File: src/rtl/gnrl_fifo_buf.sv
// -----------------------------------------------------------------------------
// gnrl_fifo_buf
//   Parameterised synchronous FIFO built from load-enable flop storage.
//   Valid/ready elastic buffer with fully decoupled sides: i_rdy and o_vld
//   both come from the registered occupancy count only. There is no
//   combinational path from i_vld to o_vld, or from o_rdy to i_rdy.
//
// Parameters
//   DP : depth in entries (>= 1, any value)
//   DW : data width in bits
//   CW : occupancy count width, derived from DP (do not override)
//
// Ports
//   clk   in  1   clock, rising edge
//   rstn  in  1   asynchronous active-low reset
//   flush in  1   synchronous clear of all entries (wins over push/pop)
//   i_vld in  1   upstream data valid
//   i_rdy out 1   FIFO can accept (not full)
//   i_dat in  DW  write data
//   o_vld out 1   head entry valid (not empty)
//   o_rdy in  1   downstream accepts head entry
//   o_dat out DW  head entry data
//   count out CW  occupied entries, 0..DP
// -----------------------------------------------------------------------------

`ifndef FPGA_SOURCE
`ifndef DISABLE_SV_ASSERTION
// Simulation-only checker: control inputs must be known while out of reset,
// and the occupancy must never exceed the depth.
module gnrl_fifo_buf_chk #(
  parameter int DP = 4,
  parameter int CW = $clog2(DP + 1)
) (
  input logic          clk,
  input logic          rstn,
  input logic          i_vld,
  input logic          o_rdy,
  input logic          flush,
  input logic [CW-1:0] count
);

  a_ctrl_known: assert property (@(posedge clk) disable iff (!rstn)
    !$isunknown({i_vld, o_rdy, flush}));

  a_count_range: assert property (@(posedge clk) disable iff (!rstn)
    count <= CW'(DP));

endmodule
`endif
`endif

module gnrl_fifo_buf #(
  parameter int DP = 4,
  parameter int DW = 32,
  parameter int CW = $clog2(DP + 1)
) (
  input  logic          clk,
  input  logic          rstn,
  input  logic          flush,
  input  logic          i_vld,
  output logic          i_rdy,
  input  logic [DW-1:0] i_dat,
  output logic          o_vld,
  input  logic          o_rdy,
  output logic [DW-1:0] o_dat,
  output logic [CW-1:0] count
);

  // Pointer width; a single-entry FIFO still gets a 1-bit pointer held at 0.
  localparam int PW = (DP > 1) ? $clog2(DP) : 1;

  logic [DW-1:0] mem_r [DP];
  logic [PW-1:0] wptr_r;
  logic [PW-1:0] rptr_r;
  logic [CW-1:0] count_r;
  logic [CW-1:0] count_nxt_s;
  logic          full_s;
  logic          empty_s;
  logic          push_s;
  logic          pop_s;

  // Advance a pointer by one with wrap at DP-1; DP need not be a power of two.
  function automatic logic [PW-1:0] ptr_inc(input logic [PW-1:0] ptr);
    if (DP == 1) begin
      return {PW{1'b0}};
    end else if (ptr == PW'(DP - 1)) begin
      return {PW{1'b0}};
    end else begin
      return ptr + PW'(1);
    end
  endfunction

  // Flags depend on the registered count only, keeping both sides decoupled.
  assign full_s  = (count_r == CW'(DP));
  assign empty_s = (count_r == {CW{1'b0}});
  assign push_s  = i_vld & ~full_s;
  assign pop_s   = o_rdy & ~empty_s;

  assign i_rdy = ~full_s;
  assign o_vld = ~empty_s;
  assign o_dat = mem_r[rptr_r];
  assign count = count_r;

  // Next occupancy from the handshake pair; simultaneous push and pop cancel.
  always_comb begin
    count_nxt_s = count_r;
    case ({push_s, pop_s})
      2'b10:   count_nxt_s = count_r + CW'(1);
      2'b01:   count_nxt_s = count_r - CW'(1);
      default: count_nxt_s = count_r;
    endcase
  end

  // Pointer and occupancy registers; flush clears everything and wins.
  always_ff @(posedge clk or negedge rstn) begin
    if (!rstn) begin
      wptr_r  <= {PW{1'b0}};
      rptr_r  <= {PW{1'b0}};
      count_r <= {CW{1'b0}};
    end else if (flush) begin
      wptr_r  <= {PW{1'b0}};
      rptr_r  <= {PW{1'b0}};
      count_r <= {CW{1'b0}};
    end else begin
      if (push_s) begin
        wptr_r <= ptr_inc(wptr_r);
      end
      if (pop_s) begin
        rptr_r <= ptr_inc(rptr_r);
      end
      count_r <= count_nxt_s;
    end
  end

  // Storage array, load-enabled and deliberately without reset; a write in a
  // flush cycle is suppressed since that data is discarded anyway.
  always_ff @(posedge clk) begin
    if (push_s && !flush) begin
      mem_r[wptr_r] <= i_dat;
    end
  end

`ifndef FPGA_SOURCE
`ifndef DISABLE_SV_ASSERTION
  gnrl_fifo_buf_chk #(
    .DP (DP),
    .CW (CW)
  ) u_chk (
    .clk   (clk),
    .rstn  (rstn),
    .i_vld (i_vld),
    .o_rdy (o_rdy),
    .flush (flush),
    .count (count_r)
  );
`endif
`endif

endmodule
File: config.mk
export PLATFORM = sky130hd
export DESIGN_NAME = gnrl_fifo_buf
export DESIGN_NICKNAME = d
export VERILOG_FILES = /design/src/rtl/gnrl_fifo_buf.sv
export SDC_FILE = /design/constraint.sdc
export NUM_CORES = 1
export LEC_CHECK = 0
export BUFFER_PORTS_ARGS = -buffer_cell sky130_fd_sc_hd__buf_2
export CAP_MARGIN = 20
export CORE_MARGIN = 8
export CORE_UTILIZATION = 40
export CTS_CLUSTER_DIAMETER = 200
export DETAILED_ROUTE_END_ITERATION = 16
export GPL_TIMING_DRIVEN = 0
export PLACE_DENSITY = 0.56
export REMOVE_ABC_BUFFERS = 1
export SYNTH_ARGS = -nofsm -noshare
export SYNTH_HDL_FRONTEND = slang
export SYNTH_HIERARCHICAL = 1
export SYNTH_SLANG_ARGS = --single-unit
export TNS_END_PERCENT = 20
File: constraint.sdc
create_clock -name clk -period 4.6 [get_ports clk]
set_input_delay 1.15 -clock clk [delete_from_list [all_inputs] [get_ports clk]]
set_output_delay 1.15 -clock clk [all_outputs]
set_load 0.03 [all_outputs]
==> flow_metrics.py, run 1 <==
metrics = {
    "status": {
        "status": "finished clean",
    },
    "timing": {
        "maxSlewViolCount": 0,
        "clock_skew_ns": 0.01083,
        "setup_viol_count_final": 0,
        "tns_ns": 0,
        "rsz0062_at_grt": "false",
        "tightest_slew_ns": 0.9155,
        "period_needed_ns": 3.279,
        "max_freq_mhz": 305.0,
        "fin_crit_sh_pct": 71.28,
        "max_slew_margin_pct": 38.97,
        "holdWs_ns": 0.5729,
        "finalHoldViolations": 0,
    },
    "die": {
        "die_h_um": 129.7,
        "core_area_um2": 12620,
        "chipWidth_um": 129.7,
        "start_util_pct": 40.97,
        "dieArea_um2": 16820,
        "pin_count": 74,
        "rows": 41,
    },
    "worst_setup_path": {
        "path_max_fanout": 22,
        "r2r-start": "count[0]",
        "r2r_slack_ns": 2.10,
        "rr_endpoint": "count[2]",
        "cp-end-kind": "output pin",
        "worst-path-buf-inv": 2,
        "max_stage_delay_ns": 0.68,
        "start_kind": "flip-flop",
        "cp.required_ns": 3.45,
        "slowest_stage": "dfrtp_2",
        "critical_path_class": "reg -> out",
        "path_cells": "buf_12 -> mux4_2 -> buf_2",
        "rr_worst_depth": 7,
        "cp.arrival_ns": 2.13,
        "critPathTopFamily": "flip-flops",
    },
    "placed_design": {
        "port_buffers": 73,
        "place_congestion": 0.6758,
        "place_inst": 470,
        "dp_hpwl_um": 6048,
    },
    "cells_and_area": {
        "num-nets-final": 359,
        "drive_above_1_share_pct": 44.85,
        "final_common_cell": "edfxtp_1",
        "final_cell_mix": "edfxtp_1, buf_2, mux4_2",
        "diodes": 0,
        "syn2layout_area_growth_pct": 24.32,
        "fin_cells": 502,
        "fin_util_pct": 50.93,
    },
    "clock_tree": {
        "cts_inserted_buffers": 17,
        "cts-htree-levels": 4,
        "clk_latency_ns": 0.41,
        "cts_tree": "done",
        "root_buffer": "clkbuf_16",
        "hold_buffers": 0,
        "clk_path_buf_depth": 2,
        "post_cts_buffers": 0,
        "clock-sinks": 135,
        "post_cts_resized": 0,
        "clk_pin_slew_worst_paths_ns": 0.05,
    },
    "min_path": {
        "hold_class": "in -> async",
    },
    "global_routing": {
        "grt_max_degree": 34,
        "grt_pass1_wl_um": 15190,
        "antenna_found_initial": 1,
        "grt_pass1_vias": 2741,
        "grt_overflow_total": 0,
        "grt_use_total_pct": 12.66,
    },
    "drt": {
        "firstDrtPassIters": 4,
        "drc_errors": 0,
        "drtIter0Drc": 177,
        "antenna_left": 0,
        "via_count": 2496,
        "via_per_inst": 4.972,
        "wl_per_cell_um": 19.35,
        "wirelength_um": 9715,
    },
    "pwr": {
        "power.density_nw_per_um2": 506.0,
        "max-vdd-ir-drop_mv": 0.2710,
        "leakage_uw": 0.002206,
        "p_total_uw": 3252,
    },
    "flow_run": {
        "cap_violations": 0,
    },
    "yosys": {
        "ys_seq_area_share_pct": 77.73,
        "ys_warn_count": 6,
        "syn_area_um2": 5170,
        "synth-seq-cells": 135,
        "ys_types": 32,
        "synthCells": 233,
        "avgSynthCellArea_um2": 22.19,
    },
}
## kinds of logic after synthesis
kind of cell / share of synthesized area [%]
compound gates: 1.840
xor+xnor: 0.6778
fa+ha+maj: 1.355
buf+inv: 1.694
flops: 77.73
mux: 13.94
simple gates: 2.759
## state kept, by name (all words and copies together) (netlist names)
| register | cells |
|---|---|
| rptr_r | 2 |
| mem_r | 128 |
| count | 3 |
| wptr_r | 2 |
## cell type report
type	count	area [µm²]
fill	1077	6192
sequential	135	4021
multi-input combinational	81	1069
timing repair buffer	78	473.0
clock buffer	17	425.4
tap	172	215.2
clock inverter	15	209.0
inverter	4	15.01
## cells in the mapped netlist, drive strengths merged
master,count,area [µm²]
edfxtp,128,3844
o21ai,2,10.01
mux4,32,720.7
nand3,2,10.01
ha,4,50.05
buf,11,65.06
or3b,2,20.02
nor2,5,18.77
a32oi,1,8.760
o211ai,1,7.510
and3,1,6.260
nand3b,2,15.01
nand2b,1,6.260
o311ai,1,8.760
inv,4,15.01
dfrtp,7,175.2
clkbuf,2,7.510
nand2,7,28.78
and2,4,25.02
a21oi,4,20.02
o22ai,1,6.260
a21o,1,7.510
or3,2,12.51
xor2,3,26.28
xnor2,1,8.760
a221oi,1,8.760
a2111oi,1,8.760
fa,1,20.02
o221ai,1,8.760
## routing by layer
| metal | track usage (%) | wire [µm] |
|---|---|---|
| met1 | 15.17 | 4117 |
| met2 | 19.85 | 4806 |
| met3 | 5.834 | 671 |
| met4 | 4.303 | 110 |
| met5 | 0 | 8 |
## how the worst max path moves through the flow
stage,start,to,slack (ns),cells past startpoint
global route,rptr_r[0],o_dat[26],1.19,3
floorplan,rptr_r[0],o_dat[0],1.27,1
finish,rptr_r[0],o_dat[26],1.32,3
CTS,rptr_r[0],o_dat[26],1.25,3
global placement,rptr_r[0],o_dat[26],0.55,2
detailed placement,i_vld,count[2],1.50,8
## power breakdown
group / internal [µW] / total (µW) / leakage, µW / switching, µW
sequential: 1400 / 1430 / 0.00125 / 37.7
clock: 953 / 1430 / 0.000305 / 480
combinational: 157 / 386 / 0.000647 / 230
total: 2500 / 3250 / 0.00221 / 747
## through the flow
step | cell area, µm² | setup slack (ns)
after floorplan | 5097 | 1.271
after global placement | 5678 | 0.5452
after detailed placement | 5793 | 1.500
after CTS | 6427 | 1.250
after global routing | 6427 | 1.189
final | 6427 | 1.321
(Power assumes the default switching activity.)
==> inputs of run 2 (changes only) <==
PLACE_DENSITY = 0.58   (was 0.56)
clock period = 2.6 ns   (was 4.6 ns; I/O delays follow)
==> flow_metrics.py, run 2 (same netlist as run 1, synthesis figures left out) <==
metrics = {
    "die": {
        "die_h_um": 129.7,
        "start_util_pct": 40.97,
        "chipWidth_um": 129.7,
        "dieArea_um2": 16820,
        "core_area_um2": 12620,
        "pin_count": 74,
        "rows": 41,
    },
    "global_routing": {
        "grt_overflow_total": 0,
        "antenna_found_initial": 0,
        "grt_pass1_wl_um": 14900,
        "grt_pass1_vias": 2738,
        "grt_use_total_pct": 12.33,
        "grt_max_degree": 34,
    },
    "drt": {
        "firstDrtPassIters": 4,
        "drc_errors": 0,
        "drtIter0Drc": 188,
        "wirelength_um": 9687,
        "wl_per_cell_um": 19.26,
        "via_per_inst": 4.948,
        "via_count": 2489,
        "antenna_left": 0,
    },
    "placed_design": {
        "place_ws_ns": 0.006211,
        "place_congestion": 0.6762,
        "port_buffers": 73,
        "dp_hpwl_um": 5982,
        "place_inst": 470,
    },
    "clock_tree": {
        "root_buffer": "clkbuf_16",
        "cts_tree": "done",
        "cts-htree-levels": 4,
        "hold_buffers": 0,
        "clk_pin_slew_worst_paths_ns": 0.06,
        "cts_inserted_buffers": 17,
        "clk_path_buf_depth": 2,
        "clock-sinks": 135,
        "clk_latency_ns": 0.41,
    },
    "worst_setup_path": {
        "r2r_slack_ns": 0.13,
        "cp.arrival_ns": 1.84,
        "start_kind": "flip-flop",
        "path_max_fanout": 23,
        "cp.required_ns": 1.95,
        "rr_endpoint": "count[2]",
        "cp-end-kind": "output pin",
        "critical_path_class": "reg -> out",
        "r2r-start": "count[2]",
        "rr_worst_depth": 7,
    },
    "timing": {
        "max_freq_mhz": 401.9,
        "finalHoldViolations": 0,
        "clock_skew_ns": 0.008746,
        "max_slew_margin_pct": 64.41,
        "tightest_slew_ns": 0.5339,
        "tns_ns": 0,
        "setup_viol_count_final": 0,
        "maxSlewViolCount": 0,
        "fin_ws_ns": 0.1115,
        "fin_crit_sh_pct": 95.71,
        "rsz0062_at_grt": "false",
        "period_needed_ns": 2.488,
    },
    "cells_and_area": {
        "nFillCells": 1066,
        "final_cell_mix": "edfxtp_1, buf_2, mux4_2",
        "final_common_cell": "edfxtp_1",
        "largest_register_ffs": 128,
        "num-nets-final": 361,
        "top_register": "mem_r",
        "fin_cells": 503,
        "diodes": 0,
        "reg.largest.list": "mem_r x128, count x3",
        "syn2layout_area_growth_pct": 22.27,
        "drive_above_1_share_pct": 42.90,
    },
    "min_path": {
        "hold_class": "in -> async",
    },
    "pwr": {
        "p_total_uw": 5297,
        "leakage_uw": 0.002152,
        "max-vdd-ir-drop_mv": 0.3867,
        "power.density_nw_per_um2": 838.1,
    },
    "flow_run": {
        "cap_violations": 0,
    },
    "status": {
        "status": "finished clean",
    },
}
[run 2: cell count changes in the layout (fill, tap and decap cells not counted), sizes merged]
cell and change:
buf +2, bufinv -4, clkinvlp -2, clkbuf +6, clkinv -1
[run 2: power by group]
part	leakage (µW)	internal, µW	switching (µW)
Combinational	0.000658	284	429
Clock	0.000244	1280	781
Sequential	0.00125	2470	47.1
[run 2: how the worst max path moves through the flow]
stage / startpoint / slack (ns) / endpoint / cells after the start
after floorplan: rptr_r[0] / -0.23 / o_dat[0] / 1
final: rptr_r[0] / 0.11 / o_dat[1] / 3
after CTS: count[0] / 0.07 / count[2] / 7
after global routing: count[2] / 0.01 / count[2] / 7
after global placement: rptr_r[0] / -0.97 / o_dat[1] / 2
after detailed placement: i_vld / 0.006 / count[2] / 8
[run 2: per-stage QoR]
stage / util, % / hold slack, ns / cell area (µm²)
6_report: 50.09 / 0.06394 / 6321
5_1_grt: 50.09 / 0.06144 / 6321
4_1_cts: 50.07 / 0.04797 / 6319
3_5_place_dp: 45.91 / 0.4956 / 5793
3_3_place_gp: 44.99 / 0.4935 / 5678
2_1_floorplan: - / 0.3544 / 5097
[run 2: cell type report]
class / instances / area (µm²) / share of cell area, %
clock inverters: 8 / 57.56 / 0.9105
repair buffers: 80 / 488.0 / 7.720
flip-flops and latches: 135 / 4029 / 63.74
clock buffers: 23 / 447.9 / 7.086
inverters: 4 / 15.01 / 0.2375
well taps: 172 / 215.2 / 3.405
multi-input cells: 81 / 1069 / 16.90
[run 2: worst max-delay path, cell delays in order (launching register included)]
cell	delay, ns
dfrtp_4	0.43
buf_12	0.22
mux4_2	0.56
buf_2	0.20
[run 2: metal layers]
| metal | track usage [%] | routed length (µm) | vias up |
|---|---|---|---|
| met2 | 19.63 | 4777 | 72 |
| met4 | 6.352 | 161 | 0 |
| met3 | 4.150 | 573 | 13 |
| li1 | - | - | 1135 |
| met1 | 14.67 | 4174 | 1269 |
| met5 | 0 | 0 | - |
[run 2: timing repair]
action / in CTS / in global routing
endpoints found under the setup margin: 32 / 1
gates resized for setup: 2 / 2
endpoints found under the hold margin: 0 / 0
setup buffers: 2 / 0
pin swaps: 0 / 0
